==> src/rtl/cnn_pkg.sv <==
// Shared CNN layer constants, the default data word type and the pool-stage FSM encoding.
// Also holds the lane-offset helper used to walk a 2x2 window.
package cnn_pkg;

    localparam int CONV1_DIM = 24;
    localparam int POOL1_DIM = CONV1_DIM / 2;
    localparam int WORD_W    = 16;

    typedef logic signed [WORD_W-1:0] data_t;

    typedef enum logic [1:0] {
        ST_IDLE  = 2'd0,
        ST_ISSUE = 2'd1,
        ST_DRAIN = 2'd2,
        ST_DONE  = 2'd3
    } pool_state_e;

    // Lane j of a window sits at base + {0, 1, W, W+1}: top pair, then bottom pair.
    function automatic int lane_offset(input logic [1:0] lane, input int img_w);
        case (lane)
            2'd0:    return 0;
            2'd1:    return 1;
            2'd2:    return img_w;
            default: return img_w + 1;
        endcase
    endfunction

endpackage

==> src/rtl/pool1_addr_gen.sv <==
// Lane/column/row walker over the conv1 map in 2x2 window raster order.
// rd_addr is valid in the same cycle as the counters; holds on the final address once last is reached.
module pool1_addr_gen
    import cnn_pkg::*;
#(
    parameter int IMG_W  = CONV1_DIM,
    parameter int ADDR_W = $clog2(IMG_W * IMG_W)
) (
    input  logic              clk,
    input  logic              reset_n,
    input  logic              clear,
    input  logic              advance,
    output logic [ADDR_W-1:0] rd_addr,
    output logic [1:0]        lane,
    output logic              last
);

    localparam int WIN   = IMG_W / 2;
    localparam int CNT_W = (WIN > 1) ? $clog2(WIN) : 1;

    localparam logic [CNT_W-1:0]  COL_MAX  = CNT_W'(WIN - 1);
    localparam logic [CNT_W-1:0]  ROW_MAX  = CNT_W'(WIN - 1);
    localparam logic [ADDR_W-1:0] COL_STEP = ADDR_W'(2);
    // Leaving the last column jumps over the bottom row of the window pair.
    localparam logic [ADDR_W-1:0] ROW_STEP = ADDR_W'(IMG_W + 2);

    logic [CNT_W-1:0]  col;
    logic [CNT_W-1:0]  row;
    logic [ADDR_W-1:0] base;

    assign last    = (lane == 2'd3) && (col == COL_MAX) && (row == ROW_MAX);
    assign rd_addr = base + ADDR_W'(lane_offset(lane, IMG_W));

    always_ff @(posedge clk or negedge reset_n) begin
        if (!reset_n) begin
            lane <= 2'd0;
            col  <= '0;
            row  <= '0;
            base <= '0;
        end else if (clear) begin
            lane <= 2'd0;
            col  <= '0;
            row  <= '0;
            base <= '0;
        end else if (advance && !last) begin
            lane <= lane + 2'd1;
            if (lane == 2'd3) begin
                if (col == COL_MAX) begin
                    col  <= '0;
                    row  <= row + 1'b1;
                    base <= base + ROW_STEP;
                end else begin
                    col  <= col + 1'b1;
                    base <= base + COL_STEP;
                end
            end
        end
    end

endmodule

==> src/rtl/pool1_ctrl.sv <==
// 2x2 signed max-pool sequencer: one conv1 read per cycle, one pool1 write per window (optional POOL1_RELU_EN clamp).
// First write RD_LAT+5 cycles after start is sampled; done RD_LAT+578 cycles after; no backpressure.
module pool1_ctrl
    import cnn_pkg::*;
#(
    parameter int  IMG_W  = CONV1_DIM,
    parameter int  DATA_W = WORD_W,
    parameter int  RD_LAT = 2,
    localparam int RD_AW  = $clog2(IMG_W * IMG_W),
    localparam int WR_AW  = $clog2((IMG_W / 2) * (IMG_W / 2))
) (
    input  logic                     clk,
    input  logic                     reset_n,
    input  logic                     start,
    output logic                     busy,
    output logic                     done,
    output logic                     rd_en,
    output logic [RD_AW-1:0]         rd_addr,
    input  logic signed [DATA_W-1:0] rd_data,
    output logic                     wr_en,
    output logic [WR_AW-1:0]         wr_addr,
    output logic signed [DATA_W-1:0] wr_data
);

    localparam int               N_WIN    = (IMG_W / 2) * (IMG_W / 2);
    localparam logic [WR_AW-1:0] LAST_WIN = WR_AW'(N_WIN - 1);

    pool_state_e state;

    logic        accept;
    logic [1:0]  lane;
    logic        last_rd;

    logic [RD_LAT-1:0] ret_vld;
    logic [RD_LAT-1:0] ret_first;
    logic [RD_LAT-1:0] ret_last;

    logic signed [DATA_W-1:0] acc;
    logic signed [DATA_W-1:0] pooled;
    logic signed [DATA_W-1:0] wr_val;
    logic [WR_AW-1:0]         wr_idx;

    assign accept = start && (state == ST_IDLE);

    pool1_addr_gen #(
        .IMG_W  (IMG_W),
        .ADDR_W (RD_AW)
    ) u_addr_gen (
        .clk     (clk),
        .reset_n (reset_n),
        .clear   (accept),
        .advance (rd_en),
        .rd_addr (rd_addr),
        .lane    (lane),
        .last    (last_rd)
    );

    always_ff @(posedge clk or negedge reset_n) begin
        if (!reset_n) begin
            state <= ST_IDLE;
            busy  <= 1'b0;
            done  <= 1'b0;
            rd_en <= 1'b0;
        end else begin
            done <= 1'b0;
            case (state)
                ST_IDLE: begin
                    if (start) begin
                        state <= ST_ISSUE;
                        busy  <= 1'b1;
                        rd_en <= 1'b1;
                    end
                end
                ST_ISSUE: begin
                    if (last_rd) begin
                        state <= ST_DRAIN;
                        rd_en <= 1'b0;
                    end
                end
                ST_DRAIN: begin
                    // The last window's write is visible here, so done trails it by one cycle.
                    if (wr_en && (wr_addr == LAST_WIN)) begin
                        state <= ST_DONE;
                        busy  <= 1'b0;
                        done  <= 1'b1;
                    end
                end
                ST_DONE: begin
                    state <= ST_IDLE;
                end
                default: begin
                    state <= ST_IDLE;
                end
            endcase
        end
    end

    // Tags ride alongside each read so the returning word knows its lane.
    always_ff @(posedge clk or negedge reset_n) begin
        if (!reset_n) begin
            ret_vld   <= '0;
            ret_first <= '0;
            ret_last  <= '0;
        end else begin
            ret_vld[0]   <= rd_en;
            ret_first[0] <= rd_en && (lane == 2'd0);
            ret_last[0]  <= rd_en && (lane == 2'd3);
            for (int i = 1; i < RD_LAT; i++) begin
                ret_vld[i]   <= ret_vld[i-1];
                ret_first[i] <= ret_first[i-1];
                ret_last[i]  <= ret_last[i-1];
            end
        end
    end

    always_comb begin
        pooled = acc;
        if (ret_first[RD_LAT-1] || (rd_data > acc)) begin
            pooled = rd_data;
        end
    end

`ifdef POOL1_RELU_EN
    assign wr_val = pooled[DATA_W-1] ? '0 : pooled;
`else
    assign wr_val = pooled;
`endif

    always_ff @(posedge clk or negedge reset_n) begin
        if (!reset_n) begin
            acc     <= '0;
            wr_en   <= 1'b0;
            wr_addr <= '0;
            wr_data <= '0;
            wr_idx  <= '0;
        end else begin
            wr_en <= 1'b0;
            if (accept) begin
                wr_idx <= '0;
            end
            if (ret_vld[RD_LAT-1]) begin
                acc <= pooled;
                if (ret_last[RD_LAT-1]) begin
                    wr_en   <= 1'b1;
                    wr_addr <= wr_idx;
                    wr_data <= wr_val;
                    wr_idx  <= wr_idx + 1'b1;
                end
            end
        end
    end

endmodule

==> config.mk <==
export PLATFORM = sky130hd
export DESIGN_NAME = pool1_ctrl
export DESIGN_NICKNAME = d
export VERILOG_FILES = /design/src/rtl/cnn_pkg.sv /design/src/rtl/pool1_addr_gen.sv /design/src/rtl/pool1_ctrl.sv
export SDC_FILE = /design/constraint.sdc
export NUM_CORES = 1
export LEC_CHECK = 0
export BUFFER_PORTS_ARGS = -buffer_cell sky130_fd_sc_hd__buf_2
export CAP_MARGIN = 0
export CORE_MARGIN = 4
export CORE_UTILIZATION = 45
export DETAILED_ROUTE_END_ITERATION = 10
export SLEW_MARGIN = 30
export SYNTH_ARGS = -nofsm -noshare
export SYNTH_HDL_FRONTEND = slang
export SYNTH_SLANG_ARGS = --single-unit
export TNS_END_PERCENT = 1
==> constraint.sdc <==
create_clock -name clk -period 6.3 [get_ports clk]
set_clock_uncertainty 0.15 [all_clocks]
set_input_delay 0.315 -clock clk [delete_from_list [all_inputs] [get_ports clk]]
set_output_delay 0.315 -clock clk [all_outputs]
set_load 0.1 [all_outputs]
==> run metrics <==
Initial DRT Pass Iterations 4; pre-CTS setup slack 2.593 ns; port bufs 56; initial DRC count 120; largest net degree at the start of global routing 80; r2r worst-path depth 9; CTS root buf clkbuf_8; Worst R2R End acc[9]; post-synth top area cell dfrtp_1; Final Non-Filler Cells 610; design area 0.004863 mm2; H-Tree Depth 3; initial core utilization 0.4630; Worst Setup Start Kind flip-flop; mapped cell area 0.004278 mm2; Fin. Hold Viols 0; Leak Pwr 2.305 nW; Fin Setup TNS 0 ns; CP Data Required Time 6.39 ns; Crit path max-delay family compound AO/OA/AOI/OAI gates; Synth Area in Simple Gates 0.1354; CP Class flip-flop to flip-flop; Congestion Overflow GR 0; Synth Flop Type dfrtp_1; final hold slack 0.07429 ns; maxcap violations 0; share of cells above drive strength 1 0.2079; Num CTS Buffers 9; crit-path cells inv_1 > ha_1 > nand4_1 > or4_4 > o211ai_2 > o221a_1 > o31ai_4 > buf_6 > mux2_4; Post-synth ARST share 1.000; synthesis-to-layout area growth 13.69%; WP data arrival 3.63 ns; minimum clock period 3.540 ns; initial antenna violation count 0; clock-pin slew on the worst setup and hold paths 0.08 ns; WL final 9508 um; R2R setup slack 2.76 ns; CP max stage cell o221a_1; Via density 5.354; Post-synth EDFFs 0; period utilization 0.5619; number of placement rows 35; Worst Setup SP acc[15]; Avg WL per Cell 15.59 um; RSZ-0062 raised after global routing no; TritonCTS clock tree built; worst slew pin tran 0.8175 ns; #FFs+latches synth 79; Vias approximately 3,300; post-synthesis mux area share 0.06522; Slew headroom 0.4550; worst skew pair latency between 0.3 and 0.4 ns; Post-Synth Adder-Cell Area 0.09067; Crit path depth 9; fin util 0.5263; Synth Area in Compound Gates 0.1574; total power 1.032 mW; final setup fails 0; hpwl dp roughly 6400 um; status finished clean; max-slew violations 0; CP Capture Type flip-flop; peak supply drop 0.0001124 V; Total GRT Usage 0.1814; Mapped Cells 428; XOR/XNOR share of the synthesized area 0.03685; first-pass GRT wire length 16,390 um; Die X-Extent approximately 110 um; Peak Freq 0.2825 GHz; RR Startpoint acc[15]; Unique masters post-synth 46; Area contributors post-synth dfrtp_1 (46%), ha_1 (9.1%), a21oi_1 (4.1%), nand2_1 (3.9%), nor2_1 (3.7%); Placed Cells a little under 600; Post-DRT Antenna Nets 0; power per cell area approximately 210 mW/mm2; ANT cells 0; Bufs and invs on worst path 2; Crit Path Max Fanout 17; post-synth top area share 0.4621; Seq/Total Area, Yosys 0.4621; Synth Net Count 478; vias in the first global route 3,370; dominant combinational cell family by area after synthesis compound AO/OA/AOI/OAI gates; DRC Markers 0; worst setup margin 2.760 ns; die area 0.01113 mm2; Avg Cell Area, Syn about 10 um2; Routability Congestion 0.8234; maximum clock insertion buffer count 2; Placeable Area 0.009240 mm2; YS warnings 0; clk sinks 79; Post-CTS Resized 0; delay of the slowest critical-path stage 0.76 ns; crit path capture acc[9]; # IOs 57; Die Span Y 105.5 um; hold crit path type input pin to flip-flop; NumNets Final 526; placed cell area 0.004629 mm2
## worst reg2reg max path, stage by stage (launching register included)
cell,delay [ns]
dfrtp_1,0.39
inv_1,0.06
ha_1,0.34
nand4_1,0.15
or4_4,0.59
o211ai_2,0.23
o221a_1,0.76
o31ai_4,0.24
buf_6,0.22
mux2_4,0.30
## worst min-delay path by stage
| stage | from | endpoint | slack, ns | cells past startpoint |
|---|---|---|---|---|
| 2_1_floorplan | reset_n | acc[0] | -0.13 | 0 |
| 3_3_place_gp | ret_vld[0] | ret_vld[1] | 0.18 | 0 |
| 3_5_place_dp | ret_last[0] | ret_last[1] | 0.19 | 0 |
| 4_1_cts | rd_data[0] | wr_data[0] | 0.06 | 3 |
| 5_1_grt | rd_data[0] | wr_data[0] | 0.08 | 3 |
| 6_report | rd_data[0] | wr_data[0] | 0.07 | 3 |
## layout by cell type, fill, tap and decap left out, types with 16 or more instances in the layout
master   netlist  final
dfrtp_1       79     79
buf_2          1     55
nand2_1       45     44
nor2_1        42     42
a21oi_1       35     35
ha_1          31     31
inv_1         28     27
o21ai_0       17     17
o31ai_1       16     16
a41oi_1       16     16
## sequential cells by signal (all words and copies together), names as in the netlist
register and cells:
rd_en 1, ret_last 2, ret_first 2, state 2, busy 1, wr_addr 8, wr_data 16, acc 16
ret_vld 2, wr_idx 8, done 1, u_addr_gen.lane 2, u_addr_gen.base 9, wr_en 1, u_addr_gen.col 4, u_addr_gen.row 4
## timing repair
item | in CTS | in global routing
hold endpoints to repair | 79 | 0
setup buffers | 0 | 0
hold buffers | 1 | 0
## layout make-up
| cell class | count | area [um2] |
|---|---|---|
| Timing Repair Buffer | 60 | 322.8 |
| Fill cell | 864 | 4377 |
| Inverter | 28 | 105.1 |
| Sequential cell | 79 | 1977 |
| Multi-Input combinational cell | 298 | 2085 |
| Tap cell | 129 | 161.4 |
| Clock inverter | 5 | 81.33 |
| Clock buffer | 11 | 131.4 |
## per-layer routing
| metal | global-route usage | wire [um] | up-vias |
|---|---|---|---|
| met3 | 0.02633 | 279 | 17 |
| met2 | 0.3028 | 4586 | 50 |
| li1 | - | - | 1606 |
| met4 | 0.07863 | 199 | 0 |
| met5 | 0 | 0 | - |
| met1 | 0.2348 | 4443 | 1593 |
## cell usage after synthesis, types with 3 or more instances
cell       n
o21ai_0   17
xnor2_1   10
and2_1     3
mux2_2     7
a31oi_1    3
dfrtp_1   79
inv_1     28
and3_1     4
xor2_1     8
mux2_4    10
nor3_1     4
mux2i_1    5
o31ai_1   16
a41oi_1   16
nor2b_1    4
nor2_1    42
nand2_1   45
nand3_1    8
nand4_1    7
a21oi_1   35
clkbuf_1  18
ha_1      31
## kinds of logic after synthesis
kind of cell / after synthesis
AOI/OAI and AO/OA: 100
xor gates and xnor gates: 18
adders and majority gates: 31
buffers and inverters: 51
DFF: 79
muxes: 22
and+or+nand+nor: 127
## where the power goes
group / switching [mW] / internal (mW) / total, mW
Combinational: 0.0813 / 0.0227 / 0.104
Clock: 0.189 / 0.224 / 0.414
Sequential: 0.00271 / 0.512 / 0.514
Power figures use the tool's default switching activity.
